$ cat src/rtl/adc_tap_scan_ctrl_pkg.sv
// ---------------------------------------------------------------------------
// adc_tap_scan_ctrl_pkg
// Shared definitions for the ADC tap/bypass scan controller:
//   - DATA_W     : width of the signed channel samples
//   - state_e    : controller state encoding
//   - metric_w() : width of the |sample| accumulator for a given ACC_LOG2
// ---------------------------------------------------------------------------
package adc_tap_scan_ctrl_pkg;

    localparam int DATA_W = 13;

    typedef enum logic [2:0] {
        ST_IDLE    = 3'd0,
        ST_SETTLE  = 3'd1,
        ST_ACCUM   = 3'd2,
        ST_COMPARE = 3'd3,
        ST_APPLY   = 3'd4,
        ST_DONE    = 3'd5
    } state_e;

    // 2^acc_log2 magnitudes of at most 2^(DATA_W-1) each fit in
    // DATA_W + acc_log2 bits, so the sum can never wrap.
    function automatic int metric_w(input int acc_log2);
        return DATA_W + acc_log2;
    endfunction

endpackage

$ cat src/rtl/adc_tap_scan_ctrl_abs_accumulator.sv
// ---------------------------------------------------------------------------
// adc_tap_scan_ctrl_abs_accumulator
// Registered unsigned sum of |din_i|.
// Ports:
//   clk, rst_n : clock, asynchronous active-low reset
//   clr_i      : clears the sum on the next edge (has priority over en_i)
//   en_i       : adds |din_i| to the sum on the next edge
//   din_i      : signed DATA_W-bit sample
//   sum_o      : current accumulated sum (SUM_W bits, unsigned)
// ---------------------------------------------------------------------------
module adc_tap_scan_ctrl_abs_accumulator
    import adc_tap_scan_ctrl_pkg::*;
#(
    parameter int SUM_W = 19
) (
    input  logic                     clk,
    input  logic                     rst_n,
    input  logic                     clr_i,
    input  logic                     en_i,
    input  logic signed [DATA_W-1:0] din_i,
    output logic        [SUM_W-1:0]  sum_o
);

    logic [DATA_W-1:0] din_u;
    logic [DATA_W-1:0] mag;
    logic [SUM_W-1:0]  sum_q;
    logic [SUM_W-1:0]  sum_d;

    // Two's-complement negate kept at DATA_W bits and read back as unsigned:
    // the most negative input (-4096) maps to 4096, which is exactly right.
    assign din_u = din_i;
    assign mag   = din_u[DATA_W-1] ? (~din_u + 1'b1) : din_u;

    always_comb begin
        sum_d = sum_q;
        if (clr_i) begin
            sum_d = '0;
        end else if (en_i) begin
            sum_d = sum_q + SUM_W'(mag);
        end
    end

    always_ff @(posedge clk or negedge rst_n) begin
        if (!rst_n) begin
            sum_q <= '0;
        end else begin
            sum_q <= sum_d;
        end
    end

    assign sum_o = sum_q;

endmodule

$ cat src/rtl/adc_tap_scan_ctrl.sv
// ---------------------------------------------------------------------------
// adc_tap_scan_ctrl
// Tap/bypass sequencer for one ADC input-alignment channel. In IDLE the host
// may write tap/bypass directly; a start pulse runs an auto-scan that steps
// the tap through every value, sums |din| over 2^ACC_LOG2 samples per tap
// after a settle delay, and applies the tap with the largest sum (ties keep
// the lower tap). An abort restores the configuration saved at start.
// Ports:
//   clk, rst_n        : clock, asynchronous active-low reset
//   start_i           : pulse, begins a scan when idle
//   abort_i           : pulse, cancels a scan in progress
//   manual_we_i       : manual write strobe (IDLE only)
//   manual_tap_i      : tap for manual write
//   manual_bypass_i   : bypass for manual write
//   din_i             : signed channel output samples
//   sr_tap_o          : registered tap to the channel
//   sr_bypass_o       : registered bypass to the channel
//   busy_o            : scan in progress
//   done_o            : one-cycle pulse when the best tap has been applied
//   best_tap_o        : tap found by the last completed scan
//   best_metric_o     : |din| sum measured at best_tap_o
// ---------------------------------------------------------------------------
module adc_tap_scan_ctrl
    import adc_tap_scan_ctrl_pkg::*;
#(
    parameter int         SETTLE_CYC = 8,
    parameter int         ACC_LOG2   = 6,
    parameter int         TAP_W      = 5,
    parameter logic [1:0] BYPASS_RST = 2'b01
) (
    input  logic                            clk,
    input  logic                            rst_n,
    input  logic                            start_i,
    input  logic                            abort_i,
    input  logic                            manual_we_i,
    input  logic [TAP_W-1:0]                manual_tap_i,
    input  logic [1:0]                      manual_bypass_i,
    input  logic signed [DATA_W-1:0]        din_i,
    output logic [TAP_W-1:0]                sr_tap_o,
    output logic [1:0]                      sr_bypass_o,
    output logic                            busy_o,
    output logic                            done_o,
    output logic [TAP_W-1:0]                best_tap_o,
    output logic [metric_w(ACC_LOG2)-1:0]   best_metric_o
);

    localparam int MET_W   = metric_w(ACC_LOG2);
    localparam int ACC_N   = 1 << ACC_LOG2;
    localparam int CNT_MAX = (SETTLE_CYC > ACC_N) ? SETTLE_CYC : ACC_N;
    localparam int CNT_W   = $clog2(CNT_MAX + 1);

    localparam logic [CNT_W-1:0] SETTLE_LAST = CNT_W'(SETTLE_CYC - 1);
    localparam logic [CNT_W-1:0] ACCUM_LAST  = CNT_W'(ACC_N - 1);
    localparam logic [TAP_W-1:0] TAP_LAST    = {TAP_W{1'b1}};

    state_e             state_q,        state_d;
    logic [CNT_W-1:0]   cnt_q,          cnt_d;
    logic [TAP_W-1:0]   sr_tap_q,       sr_tap_d;
    logic [1:0]         sr_bypass_q,    sr_bypass_d;
    logic [TAP_W-1:0]   saved_tap_q,    saved_tap_d;
    logic [1:0]         saved_bypass_q, saved_bypass_d;
    logic [MET_W-1:0]   run_max_q,      run_max_d;
    logic [TAP_W-1:0]   run_tap_q,      run_tap_d;
    logic [TAP_W-1:0]   best_tap_q,     best_tap_d;
    logic [MET_W-1:0]   best_metric_q,  best_metric_d;

    logic               acc_clr;
    logic               acc_en;
    logic [MET_W-1:0]   acc_sum;
    logic               take_max;

    adc_tap_scan_ctrl_abs_accumulator #(
        .SUM_W (MET_W)
    ) u_abs_acc (
        .clk   (clk),
        .rst_n (rst_n),
        .clr_i (acc_clr),
        .en_i  (acc_en),
        .din_i (din_i),
        .sum_o (acc_sum)
    );

    // Tap 0 always seeds the running max; afterwards only a strictly larger
    // sum replaces it, so equal metrics keep the earlier (lower) tap.
    assign take_max = (acc_sum > run_max_q) || (sr_tap_q == '0);

    always_comb begin
        state_d        = state_q;
        cnt_d          = cnt_q;
        sr_tap_d       = sr_tap_q;
        sr_bypass_d    = sr_bypass_q;
        saved_tap_d    = saved_tap_q;
        saved_bypass_d = saved_bypass_q;
        run_max_d      = run_max_q;
        run_tap_d      = run_tap_q;
        best_tap_d     = best_tap_q;
        best_metric_d  = best_metric_q;
        acc_clr        = 1'b0;
        acc_en         = 1'b0;

        if (abort_i && (state_q == ST_SETTLE || state_q == ST_ACCUM ||
                        state_q == ST_COMPARE || state_q == ST_APPLY)) begin
            sr_tap_d    = saved_tap_q;
            sr_bypass_d = saved_bypass_q;
            cnt_d       = '0;
            state_d     = ST_IDLE;
        end else begin
            case (state_q)
                ST_IDLE: begin
                    // start outranks a simultaneous manual write
                    if (start_i) begin
                        saved_tap_d    = sr_tap_q;
                        saved_bypass_d = sr_bypass_q;
                        sr_tap_d       = '0;
                        sr_bypass_d    = 2'b00;
                        run_max_d      = '0;
                        run_tap_d      = '0;
                        cnt_d          = '0;
                        state_d        = ST_SETTLE;
                    end else if (manual_we_i) begin
                        sr_tap_d    = manual_tap_i;
                        sr_bypass_d = manual_bypass_i;
                    end
                end
                ST_SETTLE: begin
                    if (cnt_q == SETTLE_LAST) begin
                        cnt_d   = '0;
                        acc_clr = 1'b1;
                        state_d = ST_ACCUM;
                    end else begin
                        cnt_d = cnt_q + 1'b1;
                    end
                end
                ST_ACCUM: begin
                    acc_en = 1'b1;
                    if (cnt_q == ACCUM_LAST) begin
                        cnt_d   = '0;
                        state_d = ST_COMPARE;
                    end else begin
                        cnt_d = cnt_q + 1'b1;
                    end
                end
                ST_COMPARE: begin
                    if (take_max) begin
                        run_max_d = acc_sum;
                        run_tap_d = sr_tap_q;
                    end
                    if (sr_tap_q == TAP_LAST) begin
                        // the last tap may itself be the new best
                        sr_tap_d = take_max ? sr_tap_q : run_tap_q;
                        state_d  = ST_APPLY;
                    end else begin
                        sr_tap_d = sr_tap_q + 1'b1;
                        state_d  = ST_SETTLE;
                    end
                    cnt_d = '0;
                end
                ST_APPLY: begin
                    if (cnt_q == SETTLE_LAST) begin
                        cnt_d         = '0;
                        best_tap_d    = run_tap_q;
                        best_metric_d = run_max_q;
                        state_d       = ST_DONE;
                    end else begin
                        cnt_d = cnt_q + 1'b1;
                    end
                end
                ST_DONE: begin
                    state_d = ST_IDLE;
                end
                default: begin
                    state_d = ST_IDLE;
                end
            endcase
        end
    end

    always_ff @(posedge clk or negedge rst_n) begin
        if (!rst_n) begin
            state_q        <= ST_IDLE;
            cnt_q          <= '0;
            sr_tap_q       <= '0;
            sr_bypass_q    <= BYPASS_RST;
            saved_tap_q    <= '0;
            saved_bypass_q <= BYPASS_RST;
            run_max_q      <= '0;
            run_tap_q      <= '0;
            best_tap_q     <= '0;
            best_metric_q  <= '0;
        end else begin
            state_q        <= state_d;
            cnt_q          <= cnt_d;
            sr_tap_q       <= sr_tap_d;
            sr_bypass_q    <= sr_bypass_d;
            saved_tap_q    <= saved_tap_d;
            saved_bypass_q <= saved_bypass_d;
            run_max_q      <= run_max_d;
            run_tap_q      <= run_tap_d;
            best_tap_q     <= best_tap_d;
            best_metric_q  <= best_metric_d;
        end
    end

    assign sr_tap_o      = sr_tap_q;
    assign sr_bypass_o   = sr_bypass_q;
    assign busy_o        = (state_q != ST_IDLE) && (state_q != ST_DONE);
    assign done_o        = (state_q == ST_DONE);
    assign best_tap_o    = best_tap_q;
    assign best_metric_o = best_metric_q;

endmodule

$ cat config.mk
export PLATFORM = sky130hd
export DESIGN_NAME = adc_tap_scan_ctrl
export DESIGN_NICKNAME = d
export VERILOG_FILES = /design/src/rtl/adc_tap_scan_ctrl_pkg.sv /design/src/rtl/adc_tap_scan_ctrl_abs_accumulator.sv /design/src/rtl/adc_tap_scan_ctrl.sv
export SDC_FILE = /design/constraint.sdc
export NUM_CORES = 1
export LEC_CHECK = 0
export BUFFER_PORTS_ARGS = -buffer_cell sky130_fd_sc_hd__buf_4
export CORE_UTILIZATION = 45
export DETAILED_ROUTE_END_ITERATION = 12
export SLEW_MARGIN = 15
export SYNTH_ARGS = -nofsm -noshare
export SYNTH_HDL_FRONTEND = slang
export SYNTH_SLANG_ARGS = --single-unit
$ cat constraint.sdc
create_clock -name clk -period 4.73 [get_ports clk]
set_input_delay 0.946 -clock clk [delete_from_list [all_inputs] [get_ports clk]]
set_output_delay 0.946 -clock clk [all_outputs]
set_load 0.01 [all_outputs]
---- After elaboration in Yosys (flattened, before gate mapping) ----
Index checks and enable logic that the tools add are counted.
storage, ports and cells
  word-level logic and storage cells ...... 93
  latch bits .............................. 0
  input port bits ......................... 25
  RAM bits ................................ 0
  bits in read-only memories .............. 0
  bits in registers ....................... 91
  output and inout bits ................... 33
  memories kept ........................... 0
operators by class
  divide/modulo/power cells ............... 0
  multipliers ............................. 0
  magnitude comparators ................... 1
  shift-type cells ........................ 0
  equal/unequal tests ..................... 16
  add/subtract/negate cells ............... 4
  bitwise gates (word level) .............. 2
  reduce and logical (&&, ||, !) cells .... 24
  mux-type cells .......................... 35
operators with widths
  operator                                        count
  2-to-1 mux 19 bit                               4
  case mux 19 bit (2 select lines)                1
  2-to-1 mux 5 bit                                6
  2-to-1 mux 7 bit                                4
  case mux 7 bit (4 select lines)                 1
  case mux 5 bit (2 select lines)                 2
  adder 19 x 13 -> 19 bit                         1
  > comparator 19 bit                             1
  2-to-1 mux 3 bit                                6
  case mux 3 bit (5 select lines)                 1
  adder 13 x 1 -> 13 bit (second input constant)  1
  2-to-1 mux 13 bit                               1
  inverter 13 bit                                 1
  != test 3 x 1 -> 1 bit (second input constant)  3
  AND reduction 3 bit                             3
  nonzero test 3 bit                              3
  2-to-1 mux 2 bit                                4
  AND reduction 4 bit                             2
  adder 7 x 1 -> 7 bit (second input constant)    1
  == test 7 x 3 -> 1 bit (second input constant)  1
  == test 7 x 6 -> 1 bit (second input constant)  1
  == test 3 x 2 -> 1 bit (second input constant)  2
  == test 3 bit (second input constant)           2
  != test 3 bit (second input constant)           2
  15 further kinds                                28

---- Depth between registers and ports, before layout ----
Gate-level depths: netlist of run 1.
  depth in word-level cells ............... 8
  depth in mapped cells ................... 14
  gate-level depth less buffers ........... 14

---- Modules after synthesis ----
Synthesis of run 1 repeated with hierarchy kept, for this count alone.
unflattened totals
  cell total of the unflattened synthesis .. 639
  area total of the unflattened synthesis .. 5839.4 um^2
by module, submodules not included
  module                             sequential area each (um^2)  cells each  area each (um^2)  times used
  adc_tap_scan_ctrl                  1804.2                       413         3971.3            1
  adc_tap_scan_ctrl_abs_accumulator  475.5                        226         1868.0            1

---- Worst setup path after synthesis of run 1 ----
No wires, ideal clock.
  path kind ............................... input -> register
  start ................................... input port din_i[4]
  end ..................................... register u_abs_acc.sum_q[13], in the netlist u_abs_acc.sum_o[13]
  stages on the path ...................... 13
  path slack .............................. 1.258 ns
  path buffers ............................ 0
  required time ........................... 4.600 ns
  setup time .............................. 0.130 ns
  arrival time ............................ 3.342 ns
  cell sequence ........................... nor4_1 > inv_1 > nor3_1 > nand2_1 > o31ai_1 > xnor2_1 > ha_1 > a21oi_1 > nor3b_1 > nand2_1 > a311oi_1 > nor3_1 > mux2i_1
on the way
  word-level cells in the longest chain between the ends .. 6
ends and longest elaborated chain
  element                      line                                     text
  from (decl)                  adc_tap_scan_ctrl.sv:38                  input logic signed [DATA_W-1:0] din_i,
  inverter 13 bit              adc_tap_scan_ctrl_abs_accumulator.sv:32  assign mag = din_u[DATA_W-1] ? (~din_u + 1'b1) : din_u;
  adder 13 x 1 -> 13 bit       adc_tap_scan_ctrl_abs_accumulator.sv:32
  2-to-1 mux 13 bit (*)        adc_tap_scan_ctrl_abs_accumulator.sv:32
  adder 19 x 13 -> 19 bit (*)  adc_tap_scan_ctrl_abs_accumulator.sv:39  sum_d = sum_q + SUM_W'(mag);
  2-to-1 mux 19 bit (*)        adc_tap_scan_ctrl_abs_accumulator.sv:38  end else if (en_i) begin
  2-to-1 mux 19 bit (*)        adc_tap_scan_ctrl_abs_accumulator.sv:36  if (clr_i) begin
  to (signal assigned)         adc_tap_scan_ctrl_abs_accumulator.sv:47  sum_q <= sum_d;
  to (decl)                    adc_tap_scan_ctrl_abs_accumulator.sv:26  logic [SUM_W-1:0] sum_q;
Every way passes the cells marked *; elsewhere a longest branch is shown, timed or not. The select of a mux whose other input is x is not followed.
A chain may end at the register's enable or synchronous reset.

---- Worst setup path in the final report of run 1 ----
Ends and elaborated chain as after synthesis.

==> results of run 1 <==
-- worst max-delay path, delay by kind of cell --
family | cells | cell delay, ns
AOI/OAI and AO/OA | 3 | 0.69
adders and majority gates | 1 | 0.29
muxes | 1 | 0.14
xor gates and xnor gates | 1 | 0.19
buffers and inverters | 2 | 0.22
and+or+nand+nor | 6 | 1.31
-- cells in the final DEF (no fill, tap or decap), types with 6 or more instances in the layout --
cell type	instances
o31ai_1	6
xnor2_1	22
nor3_1	14
o22ai_1	8
mux2i_1	24
clkbuf_16	9
mux2_2	7
a21oi_1	22
dfrtp_1	89
ha_1	41
buf_4	59
nand2_1	85
nand3_1	14
inv_1	49
a21o_1	6
xor2_1	7
nand4_1	6
o21ai_0	41
nor2_1	36
-- sequential cells by signal, summed over array words and instances, names as in the netlist --
signal           cells
best_metric_o       19
run_max_q           19
u_abs_acc.sum_o     19
cnt_q                7
best_tap_o           5
run_tap_q            5
saved_tap_q          5
sr_tap_o             5
state_q              3
saved_bypass_q       2
sr_bypass_o          2
-- metal layers --
| layer | vias up | GRT usage, % | wire length (µm) | share of wire [%] |
|---|---|---|---|---|
| met4 | 0 | 7.456 | 161 | 1.3 |
| met2 | 85 | 31.25 | 5319 | 44 |
| met3 | 13 | 2.785 | 377 | 3.1 |
| li1 | 2188 | - | - | - |
| met1 | 2055 | 29.00 | 6249 | 52 |
| met5 | - | 0 | 0 | 0 |
-- where the power goes --
part	switching [mW]	internal [mW]	total [mW]
Combinational	0.369	0.288	0.657
Clock	0.285	0.435	0.720
Sequential	0.0991	0.865	0.964
-- area by class of cell --
cell class,count,area [µm²]
fill,1105,5647
inverter,50,187.7
sequential,91,2280
clock inverter,2,35.03
timing repair buffer,59,442.9
clock buffer,13,260.3
tap,147,183.9
multi-input combinational,436,2975
-- through the flow --
stage | hold WS (ns) | utilization [%] | cell area [µm²] | cells | power [mW]
CTS | 0.4856 | 52.99 | 6365 | 798 | 2.356
finish | 0.4813 | 52.99 | 6365 | 798 | 2.341
global route | 0.4984 | 52.99 | 6365 | 798 | 2.486
global placement | 0.4639 | 50.53 | 6070 | 783 | 1.615
detailed placement | 0.4720 | 50.53 | 6070 | 783 | 1.635
floorplan | 0.4505 | - | 5555 | 597 | 1.431
-- kinds of logic (layout without fill, tap and decap cells) --
group | after synthesis | count (layout) | share of synthesized area [%]
buffers and inverters | 70 | 124 | 5.405
AND/OR/NAND/NOR | 197 | 197 | 16.94
flip-flops | 91 | 91 | 41.04
adder cells (fa/ha/maj) | 42 | 42 | 9.595
multiplexers | 35 | 35 | 6.554
XOR/XNOR | 29 | 29 | 4.572
AO/OA/AOI/OAI | 133 | 133 | 15.90
-- worst max-delay path by stage --
stage / cells after the start / end / start / slack (ns)
finish: 14 / u_abs_acc.sum_o[13] / din_i[4] / 1.16
global route: 14 / u_abs_acc.sum_o[13] / din_i[4] / 0.75
CTS: 14 / u_abs_acc.sum_o[13] / din_i[4] / 1.16
detailed placement: 14 / u_abs_acc.sum_o[13] / din_i[4] / 0.83
global placement: 14 / u_abs_acc.sum_o[13] / din_i[4] / 0.86
floorplan: 13 / u_abs_acc.sum_o[13] / din_i[4] / 1.26
==> key figures, run 1 <==
Critical path
  – CP Launch Type: primary input
  – Flop2flop setup slack: 2.01 ns
  – CP required: 4.94 ns
  – Crit. End Element: flop
  – R2R depth: 4
  – Worst Path Max Fanout: 3
  – R2R Path End: best_tap_o[1]
  – WP data arrival: 3.78 ns
  – Slowest stage cell, crit path: nor4_1
  – Worst path cell trace: buf_4 > nor4_1 > inv_1 > nor3_1 > nand2_1 > o31ai_1 > xnor2_1 > ha_1 > a21oi_1 > nor3b_1 > nand2_1 > a311oi_1 > nor3_1 > mux2i_1
  – Setup CP Type: primary input to flop
  – Reg-to-reg critical path startpoint: cnt_q[3]
  – CP max stage delay: 0.35 ns

Power and ir drop
  – Lkg Pwr: 3.031 nW
  – Max VDD drop: 0.1630 mV
  – Cell Pwr Density: 367.8 nW/µm²

Clocking
  – Max clock buf depth: 2
  – Clk sinks: 91
  – CTS Root Cell: clkbuf_16
  – H-tree depth: 3
  – Post-cts resize count: 0
  – CTS Hold Bufs: 0
  – Clk_lat worst skew: 0.34 ns
  – Num CTS Buffers: 9
  – CTS tree: done
  – Post-CTS setup buffer count: 0
  – CTS clock-pin slew for the worst setup and hold paths: 0.06 ns

Yosys
  – Synthesized flop and latch total: 91
  – Commonest cells post-synth: 89 x dfrtp_1, 85 x nand2_1, 49 x inv_1, 41 x ha_1, 41 x o21ai_0
  – Synth async-reset ratio: 100.0%
  – Syn Inst Count: 597
  – Synthesized area: 5555 µm²
  – Top-count cell post-synth: dfrtp_1
  – Leading area contributor after synthesis: dfrtp_1
  – Post-synthesis sequential area ratio: 41.04%
  – Synthesized Nets: 664
  – Main area contributors after synthesis: dfrtp_1 40%, ha_1 9.2%, nand2_1 5.7%
  – Top cell type's share of synthesized area: 40.09%
  – Synth cell types: 71
  – Synth Warn #: 0
  – Syn avg cell area: 9.305 µm²
  – Synth Flop Type: dfrtp_1
  – EDFF count, synth: 0

Detailed routing
  – Iteration-0 DRC Markers: 306
  – DRC Markers: 0
  – WL per Instance: 15.17 µm
  – Final ANT Viol Nets: 0
  – Final wirelength: 12,110 µm
  – Initial DRT Pass Iterations: 4
  – Via count: 4,341
  – Vias per inst: 5.440

Timing
  – Final Skew: 0.007752 ns
  – Final Hold Fails: 0
  – Min cycle time layout: 3.572 ns
  – Final Max Tran Viols: 0
  – Relative slew slack: 35.90%
  – RSZ-0062 raised after global routing: false
  – Fmax: 279.9 MHz
  – Fin worst setup slack: 1.158 ns
  – Tcrit/Tclk final: 75.53%
  – Final setup vio count: 0
  – TNS Setup: 0 ns
  – Worst-Margin Slew: 0.9593 ns

Global route
  – First-pass GRT wire length: 20,700 µm
  – Grt ovf: 0
  – Largest net degree at the start of global routing: 58
  – Initial antenna violation count: 0
  – Number of global-route vias before repair: 4,274
  – Overall Global Routing Usage: 20.23%

Min path
  – HP Class: flop to flop
  – Hold Path Stages: 2
  – Hold Crit Endpoint: best_metric_o[12]
  – Worst Min Path Start: best_metric_o[12]

Finish
  – Final-stage net count: 714
  – Area Overhead vs Synth: 14.57%
  – Layout cells sized above 1: 15.21%
  – # diodes: 0

Status
  – Outcome: finished, final reports clean

Placement
  – I/O Buffers: 57
  – Detailed Place HPWL: 9178 µm
  – Worst slack, placed: 0.8323 ns
  – Gp weighted congestion: 0.8594

Die
  – Rows: 40
  – Full die area: 12,790 µm²
  – Initial Utilization: 46.25%
  – Core ar.: 12,010 µm²
  – Width of the chip: 113.1 µm
  – I/O pin cnt: 58
  – Die Ht: 113.1 µm

Job
  – Max Cap Viol: 0
Note: power is estimated with default switching activity, not from simulation.
==> run 2: changes to the inputs <==
- ABC_AREA: unset -> 1
- clock period: 4.73 -> 3.6 ns (I/O delays scaled with it)
==> run 2 against run 1 <==
Die area decreased by 1.0%. Critical endpoint is now u_abs_acc.sum_o[17]. Largest cell class unchanged. Register-to-register slack got worse by 1.0 ns. Core utilization increased by 0.36 points. Setup slack worse by 0.50 ns. Non-clock buffer count up 1. Final cell count grew 11%. Sequential power grew 30%. Via count is 5.9% higher. Synthesized area fell by 1.0%. Sequential share of layout area is 0.091 points lower. Worst hold slack got worse by 0.012 ns. First-iteration DRC count is 14% lower.
==> key figures, run 2 <==
Clocking
  – Clk sinks: 91
  – CTS clock-pin slew for the worst setup and hold paths: 0.06 ns
  – Max clock buf depth: 2
  – CTS tree: done
  – CTS Root Cell: clkbuf_16
  – Clk_lat worst skew: 0.35 ns
  – Post-cts resize count: 0
  – CTS Hold Bufs: 0
  – Post-CTS setup buffer count: 0
  – Num CTS Buffers: 9
  – H-tree depth: 3

Timing
  – Min cycle time layout: 2.943 ns
  – Final Max Tran Viols: 0
  – Final setup vio count: 0
  – Final Hold Fails: 0
  – TNS Setup: 0 ns
  – Fmax: 339.8 MHz
  – Final Skew: 0.005706 ns
  – Worst-Margin Slew: 0.8282 ns
  – Relative slew slack: 44.79%
  – Fin worst setup slack: 0.6573 ns
  – Tcrit/Tclk final: 81.74%
  – RSZ-0062 raised after global routing: false

Die
  – Width of the chip: 112.5 µm
  – Initial Utilization: 45.97%
  – Die Ht: 112.5 µm
  – Core ar.: 11,960 µm²
  – Full die area: 12,670 µm²
  – Rows: 40
  – I/O pin cnt: 58

Yosys
  – Synth Warn #: 0
  – Synthesized Nets: 742
  – Synth cell types: 39
  – Leading area contributor after synthesis: dfrtp_1
  – Commonest cells post-synth: 159 x nand2_1, 89 x dfrtp_1, 84 x inv_1, 70 x o21ai_0, 50 x nor2_1
  – EDFF count, synth: 0
  – Post-synthesis sequential area ratio: 41.46%
  – Syn avg cell area: 8.147 µm²
  – Syn Inst Count: 675
  – Synth async-reset ratio: 100.0%
  – Main area contributors after synthesis: dfrtp_1 41%, nand2_1 11%, ha_1 9.3%
  – Top cell type's share of synthesized area: 40.50%
  – Synthesized area: 5499 µm²
  – Synthesized flop and latch total: 91
  – Top-count cell post-synth: nand2_1
  – Synth Flop Type: dfrtp_1

Placement
  – I/O Buffers: 57
  – Worst slack, placed: 0.2867 ns
  – Detailed Place HPWL: 9684 µm
  – Gp weighted congestion: 0.8730

Finish
  – Multi-input gate area: 2809 µm²
  – Reg area: 2280 µm²
  – # diodes: 0
  – Most frequent cells in the layout: 159 x nand2_1, 89 x dfrtp_1, 84 x inv_1, 70 x o21ai_0, 60 x buf_4
  – Layout cells sized above 1: 15.72%
  – Most common cell after layout, fill and taps aside: nand2_1
  – Util after Layout: 53.35%
  – # fillers: 1,159
  – Area Overhead vs Synth: 16.04%
  – Final-stage net count: 801

Global route
  – Largest net degree at the start of global routing: 66
  – Initial antenna violation count: 0
  – Grt ovf: 0
  – First-pass GRT wire length: 21,630 µm
  – Overall Global Routing Usage: 21.52%
  – Number of global-route vias before repair: 4,551

Detailed routing
  – Via count: 4,595
  – Iteration-0 DRC Markers: 262
  – WL per Instance: 14.14 µm
  – DRC Markers: 0
  – Final ANT Viol Nets: 0
  – Initial DRT Pass Iterations: 4
  – Final wirelength: 12,520 µm
  – Vias per inst: 5.192

Critical path
  – WP data arrival: 3.17 ns
  – Worst Path Max Fanout: 6
  – CP max stage delay: 0.35 ns
  – Crit. End Element: flop
  – CP Buf/Inv Count: 3
  – Top cell by count, worst path: nand2_1
  – Setup crit start: din_i[0]
  – Reg-to-reg critical path startpoint: u_abs_acc.sum_o[18]
  – Slowest stage cell, crit path: ha_1
  – Family with the most delay on the worst path: simple AND/OR/NAND/NOR gates
  – Worst path cell trace: buf_4 > inv_1 > ha_1 > inv_1 > nor3_1 > nand4_1 > nand2_1 > o21ai_0 > xor2_1 > ha_1 > nand2_1 > nor2_1 > nand3_1 > nand2_1 > nand3_1 > nand2_1 > nand3_1 > nand2_1 > a21oi_1
  – CP Launch Type: primary input
  – Setup CP Type: primary input to flop
  – CP required: 3.83 ns

Power and ir drop
  – Cell Pwr Density: 524.0 nW/µm²
  – Lkg Pwr: 3.140 nW
  – Max VDD drop: 0.2185 mV

Min path
  – HP Class: primary input to async pin

Job
  – Max Cap Viol: 0

Status
  – Outcome: finished, final reports clean
==> run 2: kinds of logic after synthesis <==
group	count (synthesis)	share of synthesized area, %
buffers and inverters	104	7.463
adder cells (fa/ha/maj)	42	9.693
AO/OA/AOI/OAI	136	13.92
XOR/XNOR	21	3.345
AND/OR/NAND/NOR	277	23.32
multiplexers	4	0.7963
flip-flops	91	41.46
==> run 2: per-stage QoR <==
stage / cell area, µm² / hold WS, ns / total power, mW / cells
CTS: 6381 / 0.4851 / 3.379 / 885
floorplan: 5499 / 0.4244 / 2.039 / 675
detailed placement: 6071 / 0.4695 / 2.369 / 870
finish: 6381 / 0.4693 / 3.344 / 885
global placement: 6071 / 0.4679 / 2.333 / 870
global route: 6381 / 0.5005 / 3.586 / 885
==> run 2: path summary, 6_finish.rpt <==
kind | endpoint | slack (ns) | cells past startpoint
min in group clk | run_max_q[8] | 0.48 | 2
setup / recovery | u_abs_acc.sum_o[17] | 0.66 | 19
hold reg to reg | run_max_q[8] | 0.48 | 2
hold / removal | cnt_q[1] | 0.47 | 1
setup reg to reg | run_max_q[16] | 1.01 | 11
max in group asynchronous | sr_tap_o[4] | 2.38 | 2
==> run 2: layer usage <==
layer  up-vias  track usage [%]  part of all wire, %
met5         -                0                    0
met4         0            6.133                  1.6
met3        16            4.860                  3.7
met2        83            35.06                   47
met1      2166            28.73                   47
li1       2330                -                    -
==> run 2: worst reg2reg max path, cell delays in order, from the launching register on <==
cell     delay [ns]
dfrtp_1        0.40
ha_1           0.31
nand2_1        0.07
inv_1          0.05
nand3_1        0.09
nor2_1         0.25
nand4_1        0.20
nand2_2        0.20
nand3_2        0.12
nand2_1        0.57
nand2_1        0.15
o21ai_2        0.09
==> run 2: report_power, final <==
group          internal, mW  switching, mW
registers              1.14          0.115
logic                 0.397          0.695
clock network         0.624          0.374
total                  2.16           1.18
==> run 2: cell type report <==
class / instances / share of cell area [%]
Timing Repair Buffer: 60 / 7.059
Inverter: 92 / 5.451
Clock inverter: 2 / 0.9412
Clock buffer: 13 / 3.922
Multi-Input combinational cell: 480 / 44.02
Tap cell: 147 / 2.882
Sequential cell: 91 / 35.73
==> run 3: changes to the inputs <==
- PLACE_DENSITY: unset -> 0.66
- clock period: 3.6 -> 2.45 ns (I/O delays scaled with it)
==> run 3 against run 2 <==
The flow now finishes with violations (negative setup slack). Core utilization increased by 3.7 points. Die area unchanged. Critical path type unchanged. Global-route usage is 0.62 points lower. Largest power group is now combinational logic. Count of clock-buffer cells in the layout is 2 lower. Combinational power increased by 71%. Clock power is 35% higher. Register-to-register slack worse by 0.79 ns. Non-clock buffer count grew 37. Highest routed layer unchanged. Worst hold slack worse by 0.33 ns.
==> key figures, run 3 (synthesized netlist as in run 2, its figures left out) <==
Placement
  – Gp weighted congestion: 0.8814
  – Detailed Place HPWL: 9567 µm
  – I/O Buffers: 57

Clocking
  – Clk_lat worst skew: 0.34 ns
  – Clk sinks: 91
  – CTS Root Cell: clkbuf_16
  – CTS tree: done
  – CTS clock-pin slew for the worst setup and hold paths: 0.06 ns
  – Max clock buf depth: 2
  – H-tree depth: 3
  – CTS Hold Bufs: 0
  – Num CTS Buffers: 9

Timing
  – Final Hold Fails: 0
  – Min cycle time layout: 2.505 ns
  – TNS Setup: -0.2458 ns
  – Tcrit/Tclk final: 102.2%
  – Fmax: 399.3 MHz
  – Fin worst setup slack: -0.05461 ns
  – Worst-Margin Slew: 0.5238 ns
  – Final setup vio count: 6
  – Final Max Tran Viols: 0
  – Relative slew slack: 65.08%
  – Final Skew: 0.009880 ns
  – RSZ-0062 raised after global routing: true

Critical path
  – WP data arrival: 2.74 ns
  – Slowest stage cell, crit path: ha_1
  – CP max stage delay: 0.35 ns
  – Worst Path Max Fanout: 5
  – Setup crit start: din_i[1]
  – Reg-to-reg critical path startpoint: u_abs_acc.sum_o[6]
  – Crit. End Element: flop
  – Flop2flop setup slack: 0.22 ns
  – Setup CP Type: primary input to flop
  – CP required: 2.68 ns
  – Worst path cell trace: buf_8 > clkinv_4 > ha_4 > inv_4 > nor3_4 > nand4_1 > nand2_2 > o21ai_2 > xor2_1 > ha_1 > nand2_1 > nor2_2 > nand3_1 > nand2_1 > nand2_2 > nand2_4 > nand3_2 > o21ai_2 > nor2_1
  – CP Launch Type: primary input

Job
  – Max Cap Viol: 0

Power and ir drop
  – Cell Pwr Density: 739.8 nW/µm²
  – Lkg Pwr: 3.350 nW
  – Max VDD drop: 0.4078 mV

Finish
  – Util after Layout: 57.05%
  – Most common cell after layout, fill and taps aside: nand2_1
  – Final-stage net count: 838
  – Area Overhead vs Synth: 24.10%
  – Layout cells sized above 1: 23.74%
  – # diodes: 0
  – Most frequent cells in the layout: 148 x nand2_1, 92 x buf_4, 89 x dfrtp_1, 81 x inv_1, 65 x o21ai_0

Global route
  – Grt ovf: 0
  – First-pass GRT wire length: 21,370 µm
  – Largest net degree at the start of global routing: 53
  – Number of global-route vias before repair: 4,594
  – Overall Global Routing Usage: 20.90%
  – Initial antenna violation count: 0

Detailed routing
  – Final ANT Viol Nets: 0
  – WL per Instance: 13.90 µm
  – Iteration-0 DRC Markers: 267
  – Via count: 4,854
  – DRC Markers: 0
  – Final wirelength: 12,820 µm
  – Initial DRT Pass Iterations: 4
  – Vias per inst: 5.265

Die
  – Core ar.: 11,960 µm²
  – Width of the chip: 112.5 µm
  – Die Ht: 112.5 µm
  – I/O pin cnt: 58
  – Rows: 40
  – Full die area: 12,670 µm²
  – Initial Utilization: 45.97%

Min path
  – HP Class: primary input to async pin

Status
  – Failing checks: negative setup slack
  – Outcome: finished with violations
## run 3: metal layers
layer  part of all wire, %  track usage [%]
met1                    45            27.38
met2                    49            35.19
met3                   3.7            2.700
met4                   1.9            8.089
met5                     0                0
## run 3: through the flow
stage | setup WS (ns) | cell area (µm²) | total power, mW | hold WS [ns] | instances
finish | -0.05461 | 6824 | 5.048 | 0.1348 | 922
global route | -0.2529 | 6824 | 5.386 | 0.1725 | 922
CTS | 0.001012 | 6610 | 5.004 | 0.1431 | 912
detailed placement | -0.4369 | 6316 | 3.631 | 0.4695 | 897
global placement | -0.2708 | 6316 | 3.583 | 0.4672 | 897
floorplan | 0.003504 | 5517 | 2.998 | 0.1944 | 675
## run 3: power by group
part	total, mW	leakage [nW]	internal, mW	switching (mW)
logic	1.86	2.00	0.765	1.10
registers	1.83	1.21	1.67	0.161
clock network	1.35	0.140	0.788	0.567
total	5.05	3.35	3.22	1.82
## run 3: path summary, 6_finish.rpt
path,endpoint,depth (start not counted)
max in group asynchronous,saved_bypass_q[0],2
worst min register to register,run_max_q[18],2
min in group clk,run_max_q[18],2
worst max-delay path,u_abs_acc.sum_o[18],19
worst max register to register,run_max_q[0],12
worst min-delay path,cnt_q[1],1
## run 3: area by class of cell
class / count / area (µm²)
fillers: 1072 / 5137
repair buffers: 97 / 780.7
well taps: 147 / 183.9
clock buffers: 11 / 232.7
flip-flops and latches: 91 / 2280
multi-input cells: 480 / 2937
inverters: 92 / 357.8
clock inverters: 4 / 52.55
## run 3: critical path, delay by kind of cell
family	cells	cell delay, ns
xor gates and xnor gates	1	0.18
and+or+nand+nor	11	1.19
AOI/OAI and AO/OA	2	0.19
buffers and inverters	3	0.19
adders and majority gates	2	0.48
## run 3: repair_timing
action,CTS,global route
pin swaps,0,25
endpoints found under the setup margin,6,31
hold endpoints to repair,0,0
resized for setup,2,41
buffers inserted,0,10
